--- src/rtl/video_stream_src.sv ---
`default_nettype none
// +--------------------------------------------------------------------------+
// | Module   : video_stream_src                                              |
// | Purpose  : Converts timed video (VS/DE/RGB888) into a valid/ready pixel  |
// |            stream with an active-low frame sync. Measures the input      |
// |            resolution and counts pixels lost to backpressure.            |
// | Option   : define VIDEO_STREAM_SRC_RES_MEAS_EN to build the resolution   |
// |            measurement; without it xres/yres report DEFAULT_XRES and     |
// |            DEFAULT_YRES and res_valid follows reset.                     |
// | Revision : 1.0 - initial release                                         |
// +--------------------------------------------------------------------------+
module video_stream_src #(
  parameter int   SYNC_LEN     = 4,
  parameter logic VS_POL       = 1'b1,
  parameter int   DEFAULT_XRES = 1920,
  parameter int   DEFAULT_YRES = 1080
) (
  input  logic        vin_clk,
  input  logic        rst,
  input  logic        vid_vs,
  input  logic        vid_de,
  input  logic [23:0] vid_dat,
  output logic [23:0] pix_dat,
  output logic        pix_valid,
  input  logic        pix_ready,
  output logic        frame_sync_n,
  output logic [15:0] xres,
  output logic [15:0] yres,
  output logic        res_valid,
  output logic [15:0] ovf_cnt
);

  // Last count value of the SYNC phase; the phase lasts SYNC_LEN cycles.
  localparam logic [7:0] c_SYNC_LAST = 8'(SYNC_LEN - 1);

  typedef enum logic [1:0] {
    ST_WAIT_VS = 2'd0,
    ST_SYNC    = 2'd1,
    ST_ACTIVE  = 2'd2,
    ST_DROP    = 2'd3
  } state_t;

  // Input capture and VS edge detection
  logic        vs_q;
  logic        de_q;
  logic [23:0] dat_q;
  logic        in_vld_q;   // vs_q holds a real sample (not the reset value)
  logic        vs_idle_q;  // previous registered VS sample was inactive
  logic        w_vs_act;
  logic        w_vs_start;

  // Stream FSM
  state_t      state_q, state_d;
  logic [7:0]  sync_cnt_q, sync_cnt_d;
  logic        pix_valid_q, pix_valid_d;
  logic [23:0] pix_dat_q, pix_dat_d;
  logic [15:0] ovf_q, ovf_d;
  logic [15:0] w_ovf_inc;

  // Register the timed video inputs once on entry.
  always_ff @(posedge vin_clk or posedge rst) begin
    if (rst) begin
      vs_q      <= 1'b0;
      de_q      <= 1'b0;
      dat_q     <= 24'd0;
      in_vld_q  <= 1'b0;
      vs_idle_q <= 1'b0;
    end else begin
      vs_q      <= vid_vs;
      de_q      <= vid_de;
      dat_q     <= vid_dat;
      in_vld_q  <= 1'b1;
      vs_idle_q <= in_vld_q & ~w_vs_act;
    end
  end

  // A start event needs a genuinely sampled inactive cycle before the active
  // one, so a VS already asserted when reset releases does not trigger it.
  assign w_vs_act   = (vs_q == VS_POL);
  assign w_vs_start = in_vld_q & w_vs_act & vs_idle_q;

  assign w_ovf_inc  = (ovf_q == 16'hFFFF) ? ovf_q : (ovf_q + 16'd1);

  // State, sync counter and stream output registers.
  always_ff @(posedge vin_clk or posedge rst) begin
    if (rst) begin
      state_q     <= ST_WAIT_VS;
      sync_cnt_q  <= 8'd0;
      pix_valid_q <= 1'b0;
      pix_dat_q   <= 24'd0;
      ovf_q       <= 16'd0;
    end else begin
      state_q     <= state_d;
      sync_cnt_q  <= sync_cnt_d;
      pix_valid_q <= pix_valid_d;
      pix_dat_q   <= pix_dat_d;
      ovf_q       <= ovf_d;
    end
  end

  // Next-state and output decode; a VS start event overrides everything and
  // also suppresses any pixel registered in the same cycle.
  always_comb begin
    state_d     = state_q;
    sync_cnt_d  = sync_cnt_q;
    pix_valid_d = 1'b0;
    pix_dat_d   = pix_dat_q;
    ovf_d       = ovf_q;
    if (w_vs_start) begin
      state_d    = ST_SYNC;
      sync_cnt_d = 8'd0;
    end else begin
      case (state_q)
        ST_WAIT_VS: begin
          state_d = ST_WAIT_VS;
        end
        ST_SYNC: begin
          if (sync_cnt_q == c_SYNC_LAST) begin
            state_d = ST_ACTIVE;
          end else begin
            sync_cnt_d = sync_cnt_q + 8'd1;
          end
        end
        ST_ACTIVE: begin
          if (de_q) begin
            if (pix_ready) begin
              pix_valid_d = 1'b1;
              pix_dat_d   = dat_q;
            end else begin
              state_d = ST_DROP;
              ovf_d   = w_ovf_inc;
            end
          end
        end
        ST_DROP: begin
          if (de_q) begin
            ovf_d = w_ovf_inc;
          end
        end
        default: begin
          state_d = ST_WAIT_VS;
        end
      endcase
    end
  end

  assign pix_valid    = pix_valid_q;
  assign pix_dat      = pix_dat_q;
  assign ovf_cnt      = ovf_q;
  assign frame_sync_n = (state_q != ST_SYNC);

`ifdef VIDEO_STREAM_SRC_RES_MEAS_EN
  logic        de_prev_q;
  logic [15:0] width_q, width_d;
  logic [15:0] lines_q, lines_d;
  logic [15:0] xres_q, xres_d;
  logic [15:0] yres_q, yres_d;
  logic        res_valid_q, res_valid_d;

  // Measurement counters and latched resolution.
  always_ff @(posedge vin_clk or posedge rst) begin
    if (rst) begin
      de_prev_q   <= 1'b0;
      width_q     <= 16'd0;
      lines_q     <= 16'd0;
      xres_q      <= 16'd0;
      yres_q      <= 16'd0;
      res_valid_q <= 1'b0;
    end else begin
      de_prev_q   <= de_q;
      width_q     <= width_d;
      lines_q     <= lines_d;
      xres_q      <= xres_d;
      yres_q      <= yres_d;
      res_valid_q <= res_valid_d;
    end
  end

  // Width restarts on each DE rising edge, so at a VS start event it holds
  // the last run, including a line cut short by that event.
  always_comb begin
    width_d     = width_q;
    lines_d     = lines_q;
    xres_d      = xres_q;
    yres_d      = yres_q;
    res_valid_d = res_valid_q;
    if (w_vs_start) begin
      xres_d      = width_q;
      yres_d      = lines_q;
      res_valid_d = (width_q == xres_q) && (lines_q == yres_q) &&
                    (width_q != 16'd0) && (lines_q != 16'd0);
      width_d     = 16'd0;
      lines_d     = 16'd0;
    end else if (de_q) begin
      if (!de_prev_q) begin
        width_d = 16'd1;
        lines_d = (lines_q == 16'hFFFF) ? lines_q : (lines_q + 16'd1);
      end else begin
        width_d = (width_q == 16'hFFFF) ? width_q : (width_q + 16'd1);
      end
    end
  end

  assign xres      = xres_q;
  assign yres      = yres_q;
  assign res_valid = res_valid_q;
`else
  assign xres      = 16'(DEFAULT_XRES);
  assign yres      = 16'(DEFAULT_YRES);
  assign res_valid = ~rst;
`endif

endmodule
`default_nettype wire

--- config.mk ---
export PLATFORM = sky130hd
export DESIGN_NAME = video_stream_src
export DESIGN_NICKNAME = d
export VERILOG_FILES = /design/src/rtl/video_stream_src.sv
export SDC_FILE = /design/constraint.sdc
export NUM_CORES = 1
export LEC_CHECK = 0
export BUFFER_PORTS_ARGS = -buffer_cell sky130_fd_sc_hd__buf_2
export CAP_MARGIN = 20
export CORE_MARGIN = 10
export CORE_UTILIZATION = 40
export CTS_CLUSTER_DIAMETER = 40
export DETAILED_ROUTE_END_ITERATION = 10
export PLACE_DENSITY = 0.65
export SLEW_MARGIN = 20
export SYNTH_ARGS = -nofsm -noshare
export SYNTH_HDL_FRONTEND = slang
export SYNTH_SLANG_ARGS = --single-unit
export TNS_END_PERCENT = 5
--- constraint.sdc ---
create_clock -name vin_clk -period 6.5 [get_ports vin_clk]
set_input_delay 0.325 -clock vin_clk [delete_from_list [all_inputs] [get_ports vin_clk]]
set_output_delay 0.325 -clock vin_clk [all_outputs]
set_load 0.05 [all_outputs]
# After elaboration in Yosys (flattened, before gate mapping)
# Index checks and enable logic that the tools add are counted.
[totals]
reg_bits = 79
in_bits = 29
out_inout_bits = 75
elab_cells = 56
[classes]
add_sub_neg = 2
eq_ne = 13
mux = 17
n_bitwise = 6
reduce_logical = 8
[ops]
columns = ["cell", "n"]
rows = [
  ["16-bit two-way mux", 4],
  ["16-bit case mux with 2 select lines", 1],
  ["8-bit two-way mux", 3],
  ["16-bit by 1-bit adder with 16-bit output (second input constant)", 1],
  ["16-bit == test (second input constant)", 1],
  ["3-bit != test (second input constant)", 3],
  ["8-bit by 1-bit adder with 8-bit output (second input constant)", 1],
  ["8-bit by 2-bit == test with 1-bit output (second input constant)", 1],
  ["2-bit two-way mux", 4],
  ["2-bit != test (second input constant)", 4],
  ["4-bit AND reduction", 2],
  ["2-bit case mux with 3 select lines", 1],
  ["5-bit AND reduction", 1],
  ["2-bit == test (second input constant)", 2],
  ["1-bit two-way mux", 4],
  ["2-bit nonzero test", 2],
  ["4-bit nonzero test", 1],
  ["1-bit AND", 3],
  ["1-bit inverter", 3],
  ["2-bit by 1-bit == test with 1-bit output (second input constant)", 1],
  ["2-bit logical NOT", 1],
  ["2-bit by 1-bit != test with 1-bit output (second input constant)", 1],
  ["2-bit AND reduction", 1],
]

# Depth between registers and ports, before layout
# Gate-level depths: netlist of the first run.
[logic_depth]
ltp_word = 5
mapped_depth = 9
depth_no_buf = 7

# Worst setup path after synthesis of the first run
# Ideal clock, no wire load.
[synth_timing]
path_kind = "in2out"
start = "input port rst"
end = "output port res_valid"
arrival_ns = 2.237
t_required_ns = 6.175
setup_slack_ns = 3.938
path_stages = 1
n_path_buf = 0
path_cell_list = "inv_1"
[synth_between]
elab_chain_cells = 1
[synth_lines]
columns = ["element", "line_no", "text"]
rows = [
  ["from (decl)", "19", "input logic rst,"],
  ["1-bit inverter", "210", "assign res_valid = ~rst;"],
  ["to (decl)", "29", "output logic res_valid,"],
]
# No other way between the ends.

# Final worst setup path of the first run
[layout_timing]
start = "register state_q[0]"
end = "register pix_dat_q[9] (netlist: pix_dat[9])"
[layout_between]
elab_chain_cells = 2
[layout_lines]
columns = ["element", "line_no", "text"]
rows = [
  ["from (decl)", "53", "state_t state_q, state_d;"],
  ["from (signal assigned)", "93", "state_q <= state_d;"],
  ["2-bit == test", "113", "case (state_q)"],
  ["4-bit AND reduction (no line)", "-", ""],
  ["to (signal assigned)", "96", "pix_dat_q <= pix_dat_d;"],
  ["to (decl)", "56", "logic [23:0] pix_dat_q, pix_dat_d;"],
]
# No other way between the ends.
# A chain may end at the register's enable or synchronous reset.

==> summary.txt, run 1 <==
Critical path
  – Critical path destination: pix_dat[9]
  – Reg2reg start: state_q[0]
  – Critical path arrival: 2.54 ns
  – CP max FO: 25
  – Worst setup startpoint: state_q[0]
  – Worst-path cell chain: inv_1, ha_1, nand2_1, or3_1, inv_2, nand2_1, nand2_1
  – Crit path required time: 6.78 ns
  – FF-to-FF End: pix_dat[9]
  – Cell depth of the worst flop-to-flop path: 7
  – Slowest CP cell: or3_1
  – CP Capture Type: flop
  – Kind of critical path: reg2reg
  – R2R setup slack: 4.24 ns
  – CP peak stage delay: 0.68 ns
  – Worst Setup Start Kind: flop
  – Top cell by count, worst path: nand2_1

Yosys
  – Mean Syn Cell Area: 11.16 um^2
  – Post-synthesis cell type count: 34
  – Post-Synth Simple-Gate Area: 16.45%
  – Syn Inst Count: 289
  – Post-synthesis compound-gate area fraction: 3.142%
  – Register area share after synthesis: 61.29%
  – Number of synthesis warnings: 0
  – Post-synthesis mux area share: 1.280%
  – FFs w/ async S/R, synth: 100.0%
  – Number of synthesized register bits: 79
  – Post-synthesis adder-cell area fraction: 2.327%
  – Top_reg_cell synth: dfrtp_1
  – Largest family of logic cells by synthesized area: simple AND/OR/NAND/NOR gates
  – Synth Cell Area: 3226 um^2
  – Post-Synth XOR/XNOR Area: 5.974%
  – Post-synth EDFFs: 0

Global routing
  – Largest net degree at the start of global routing: 81
  – Total GRT Usage: 10.34%
  – Initial antenna violation count: 0
  – Grt ovf: 0
  – First-pass GRT wire length: 9860 um
  – Vias in the first global route: 2066

Layout
  – Nets: 401
  – Fill count: 721
  – Layout Area Growth over Synthesis: 17.80%
  – Fin util: 48.92%
  – Number of diodes: 0
  – Fraction of layout cells with a size suffix above 1: 26.42%

STA
  – Final cycle utilization of the critical path: 34.70%
  – Clk_skew: 0.008799 ns
  – Final Hold Fails: 0
  – Final setup margin: 4.244 ns
  – Sum Neg Setup Slack: 0 ns
  – Slew at the pin with the worst max-slew slack: 0.8430 ns
  – Setup violations, final: 0
  – Fmax: 0.4434 GHz
  – RSZ-0062 raised after global routing: no
  – Worst Hold Slack: 0.06093 ns
  – Post-route minimum period: 2.256 ns
  – Relative slew slack: 43.80%
  – Final Slew Violations: 0

CTS
  – Num CTS Buffers: 9
  – Clock slew at reported path FFs: 0.09 ns
  – CTS tree: done
  – CTS Hold Bufs: 0
  – Setup Fix Bufs, Post-CTS: 0
  – Root Driver: clkbuf_8
  – H-tree lvl count: 3
  – Cts repair resizes: 0
  – Longest Clk Path Bufs: 2
  – Clk Latency, worst-skew pair: 0.35 ns
  – Total clock sinks: 79

Job
  – Max-Cap Viols: 0

Power and ir drop
  – Leakage: 2.012 nW
  – Power density cells: 475.8 nW/um^2
  – Maximum vdd drop: 231.2 uV

Drt
  – Final ANT Viol Nets: 0
  – DR iter-0 viols: 72
  – Vias per std cell: 4.342
  – DRC: 0
  – Pre-antenna DRT Iters: 4
  – Wire per inst: 13.27 um
  – Vias after detailed routing: 2054
  – WL final: 6275 um

Floorplan
  – Die Ht: 109.8 um
  – Core area: 7767 um^2
  – Chip width: 109.8 um
  – Top-level I/O count: 104
  – Starting Density: 41.53%
  – Die ar.: 12060 um^2
  – Standard-cell rows: 32

Min path
  – Worst hold path type: in2async

Run status
  – Status: finished clean

Place
  – IO buf count: 71
  – Final GP Congestion: 0.7180
  – Pre-CTS setup slack: 4.157 ns
  – DP HPWL: 4571 um
[metal layers]
metal,vias to the layer above,global-route usage [%],wire length [um]
met5,-,0,0
met4,0,3.067,58
met3,7,5.559,764
met2,77,15.79,2874
met1,958,12.35,2579
li1,1012,-,-
[cells by family (layout without fill, tap and decap cells)]
logic type,after synthesis,after routing
AND/OR/NAND/NOR,122,122
multiplexers,4,4
other,2,33
flip-flops,79,79
XOR/XNOR,22,22
adder cells (fa/ha/maj),6,6
AO/OA/AOI/OAI,7,7
buffers and inverters,47,98
[sequential cells by signal (all words and copies together), names as in the netlist]
name	cells
in_vld_q	1
vs_idle_q	1
de_q	1
dat_q	24
vs_q	1
pix_valid	1
sync_cnt_q	8
ovf_cnt	16
pix_dat	24
state_q	2
[critical path: cells and delay by family (launching register included)]
family,cells,cell delay [ns]
AND/OR/NAND/NOR,4,0.96
flip-flops,1,0.43
adder cells (fa/ha/maj),1,0.23
buffers and inverters,2,0.57
[Yosys cell counts (5+ instances only)]
cell type / instances / area (um^2)
buf_4: 32 / 240.2
dfrtp_1: 79 / 1977
ha_1: 6 / 75.07
inv_1: 8 / 30.03
nand2_1: 82 / 307.8
nand3_1: 7 / 35.03
nand4_1: 5 / 31.28
nor2_1: 14 / 52.55
xnor2_1: 13 / 113.9
xor2_1: 9 / 78.83
[cell type report]
type	instances	area, um^2	share of cell area [%]
Sequential cell	79	1977	52.03
Multi-Input combinational cell	194	1065	28.02
Timing Repair Buffer	73	382.9	10.08
Clock buffer	10	137.6	3.622
Tap cell	102	127.6	3.359
Clock inverter	6	75.07	1.976
Inverter	9	35.03	0.9220
[stage by stage]
| stage | power [mW] | area [um^2] | cells |
|---|---|---|---|
| 6_report | 1.808 | 3800 | 473 |
| 5_1_grt | 1.920 | 3800 | 473 |
| 4_1_cts | 1.837 | 3780 | 472 |
| 3_5_place_dp | 1.447 | 3567 | 456 |
| 3_3_place_gp | 1.436 | 3567 | 456 |
| 2_1_floorplan | 1.288 | 3342 | 320 |
[placed cells by master, fill, tap and decap left out, types with 2 or more instances in the layout]
master / Yosys / layout
conb_1: 2 / 33
mux2i_1: 3 / 3
inv_1: 8 / 7
nand3_1: 7 / 7
ha_1: 6 / 6
dfrtp_1: 79 / 79
nor2_1: 14 / 14
nand4_1: 5 / 5
clkbuf_8: 0 / 10
and4_1: 2 / 2
xnor2_1: 13 / 13
and3_1: 3 / 3
nand2_1: 82 / 82
xor2_1: 9 / 9
inv_6: 0 / 2
buf_2: 3 / 71
[power by group]
group          internal [mW]  switching (mW)
logic                  0.175           0.559
registers              0.611          0.0810
clock network          0.194           0.188
total                  0.980           0.828
[worst min-delay path by stage]
stage | depth (start not counted) | endpoint | startpoint | slack (ns)
5_1_grt | 1 | dat_q[5] | vid_dat[5] | 0.04
6_report | 3 | dat_q[20] | rst | 0.06
2_1_floorplan | 0 | dat_q[0] | vid_dat[0] | 0.36
4_1_cts | 1 | dat_q[8] | vid_dat[8] | 0.05
3_3_place_gp | 2 | pix_dat[21] | dat_q[21] | 0.42
3_5_place_dp | 2 | pix_dat[10] | dat_q[10] | 0.42
Note: power is estimated with default switching activity, not from simulation.
==> run 2, diff against run 1 <==
ABC_AREA = 1   (was not set)
PLACE_DENSITY = not set   (was 0.65)
clock period = 2.3 ns   (was 6.5 ns; I/O delays follow)
==> run 2 against run 1 <==
Compared with the run above: design area grew 17%; utilization grew 1.9 points; die area grew 9.5%; global-route usage grew 2.1 points; non-clock buffer count grew 29; combinational power grew to 2.8 times the previous value; via count grew 35%; total power grew to 2.9 times the previous value; setup slack lost 3.7 ns; hold slack gained 0.27 ns; critical path depth grew 1; area after synthesis grew 12%.
==> summary.txt, run 2 <==
Run status
  – Status: finished clean

Yosys
  – Post-synthesis compound-gate area fraction: 2.674%
  – Top cells by area, synth: dfrtp_1 55%, nand2_1 19%, buf_4 6.7%
  – Post-synthesis cell type count: 24
  – Largest family of logic cells by synthesized area: simple AND/OR/NAND/NOR gates
  – Syn Inst Count: 413
  – Number of synthesized register bits: 79
  – Yosys top cell area share: 54.86%
  – Count leader, synth: nand2_1
  – Number of synthesis warnings: 0
  – FFs w/ async S/R, synth: 100.0%
  – Register area share after synthesis: 54.86%
  – Synth Cell Area: 3603 um^2
  – Dominant cell type by area after synthesis: dfrtp_1
  – Post-synth top cells: 180 x nand2_1, 79 x dfrtp_1, 32 x buf_4
  – Post-Synth XOR/XNOR Area: 2.431%
  – Post-synth EDFFs: 0
  – Mean Syn Cell Area: 8.725 um^2
  – Post-synthesis mux area share: 0%
  – Top_reg_cell synth: dfrtp_1
  – Post-synthesis adder-cell area fraction: 2.083%
  – Post-Synth Simple-Gate Area: 26.53%

Critical path
  – Worst-path cell chain: ha_1, inv_1, nor2_8, nand2_4, o21ai_4, buf_4, nand2_1, nand2_1
  – Critical path arrival: 2.07 ns
  – Slowest CP cell: dfrtp_1
  – CP max FO: 10
  – CP peak stage delay: 0.45 ns
  – Worst Setup Start Kind: flop
  – Crit path required time: 2.58 ns
  – Kind of critical path: reg2reg
  – Top cell by count, worst path: nand2_1
  – WP buf/inv: 2
  – CP Capture Type: flop
  – Kind of cell adding the most delay to the critical path: flip-flops

Floorplan
  – Die Ht: 114.9 um
  – Top-level I/O count: 104
  – Standard-cell rows: 34
  – Core area: 8763 um^2
  – Die ar.: 13210 um^2
  – Chip width: 114.9 um
  – Starting Density: 41.12%

STA
  – Final cycle utilization of the critical path: 77.51%
  – Setup violations, final: 0
  – Fmax: 0.5609 GHz
  – Post-route minimum period: 1.783 ns
  – Final Slew Violations: 0
  – RSZ-0062 raised after global routing: no
  – Final Hold Fails: 0
  – Sum Neg Setup Slack: 0 ns
  – Clk_skew: 0.02035 ns

Layout
  – Nets: 551
  – Fraction of layout cells with a size suffix above 1: 19.58%
  – Most common cell after layout, fill and taps aside: nand2_1
  – Most frequent cells in the layout: 180 x nand2_1, 79 x dfrtp_1, 71 x buf_2, 33 x conb_1, 27 x dlygate4sd3_1
  – Number of diodes: 0
  – Layout Area Growth over Synthesis: 23.54%

CTS
  – Total clock sinks: 79
  – H-tree lvl count: 3
  – Clk Latency, worst-skew pair: 0.36 ns
  – Longest Clk Path Bufs: 2
  – Root Driver: clkbuf_8
  – Num CTS Buffers: 9
  – Setup Fix Bufs, Post-CTS: 0
  – CTS tree: done
  – Clock slew at reported path FFs: 0.10 ns

Global routing
  – Vias in the first global route: 2756
  – Grt ovf: 0
  – Largest net degree at the start of global routing: 32
  – First-pass GRT wire length: 13390 um
  – Initial antenna violation count: 0
  – Total GRT Usage: 12.44%

Power and ir drop
  – Maximum vdd drop: 630.0 uV
  – Total power: 5.164 mW
  – Leakage: 2.435 nW
  – Power density cells: 1160 nW/um^2

Drt
  – Vias per std cell: 4.417
  – DRC: 0
  – DR iter-0 viols: 100
  – Wire per inst: 12.78 um
  – Vias after detailed routing: 2778
  – Pre-antenna DRT Iters: 4
  – WL final: 8041 um
  – Final ANT Viol Nets: 0

Place
  – DP HPWL: 5778 um
  – Final GP Congestion: 0.8575
  – IO buf count: 71

Min path
  – Worst hold path type: in2async

Job
  – Max-Cap Viols: 0
==> run 2: cell count changes after synthesis, moves of 5 or more <==
cell	previous run	this run
nor2_1	14	20
xnor2_1	13	8
xor2_1	9	2
nand2_1	82	180
inv_1	8	27
o21ai_0	1	16
nand3_1	7	13
==> run 2: cell families after synthesis <==
group	after synthesis
DFF	79
and+or+nand+nor	229
buffers and inverters	70
xor gates and xnor gates	10
adders and majority gates	6
AOI/OAI and AO/OA	17
other	2
==> run 2: final cells by class <==
class / count / area (um^2)
Clock buffer: 9 / 123.9
Clock inverter: 7 / 106.4
Fill cell: 844 / 4312
Inverter: 29 / 115.1
Multi-Input combinational cell: 295 / 1339
Sequential cell: 79 / 1977
Tap cell: 108 / 135.1
Timing Repair Buffer: 102 / 655.6
==> run 2: layer usage <==
metal  track usage [%]  up-vias  share of wire [%]  routed length, um
met5                 0        -                  0                  0
li1                  -     1407                  -                  -
met3             5.000        8                8.7                703
met4             3.465        0               0.97                 78
met2             21.02       78                 48               3897
met1             14.25     1285                 42               3362
==> run 2: metrics by stage <==
stage	setup WS, ns	instances	util, %	hold slack [ns]	area [um^2]
global placement	0.6205	586	45.09	0.1495	3951
floorplan	0.3332	444	-	0.1464	3724
global route	0.3584	629	50.80	0.3359	4452
finish	0.5172	629	50.80	0.3305	4452
CTS	0.5025	629	50.80	0.3203	4452
detailed placement	0.5356	586	45.09	0.1562	3951
==> run 2: worst paths after layout <==
path | start | endpoint | slack [ns] | depth (start not counted)
worst max-delay path | ovf_cnt[0] | ovf_cnt[9] | 0.52 | 8
worst min-delay path | rst | pix_dat[8] | 0.33 | 3
worst max register to register | ovf_cnt[0] | ovf_cnt[9] | 0.52 | 8
worst min register to register | dat_q[13] | pix_dat[13] | 0.43 | 2
max in group asynchronous | rst | sync_cnt_q[6] | 1.24 | 4
min in group vin_clk | pix_ready | ovf_cnt[2] | 0.34 | 6
==> run 2: timing repair <==
item                                   CTS  global route
endpoints found under the hold margin   45             0
hold buffers                            27             0
resized for setup                        0             0
==> run 2: power by group <==
part / internal (mW) / switching [mW] / leakage (nW) / total [mW]
combinational: 0.481 / 1.59 / 1.32 / 2.07
clock: 0.634 / 0.547 / 0.117 / 1.18
sequential: 1.70 / 0.216 / 0.995 / 1.91
total: 2.81 / 2.35 / 2.44 / 5.16
==> run 2: worst register-to-register path, delay by kind of cell, from the launching register on <==
family	cells	cell delay [ns]
flip-flops	1	0.45
AO/OA/AOI/OAI	1	0.30
AND/OR/NAND/NOR	4	0.35
adder cells (fa/ha/maj)	1	0.25
buffers and inverters	2	0.36
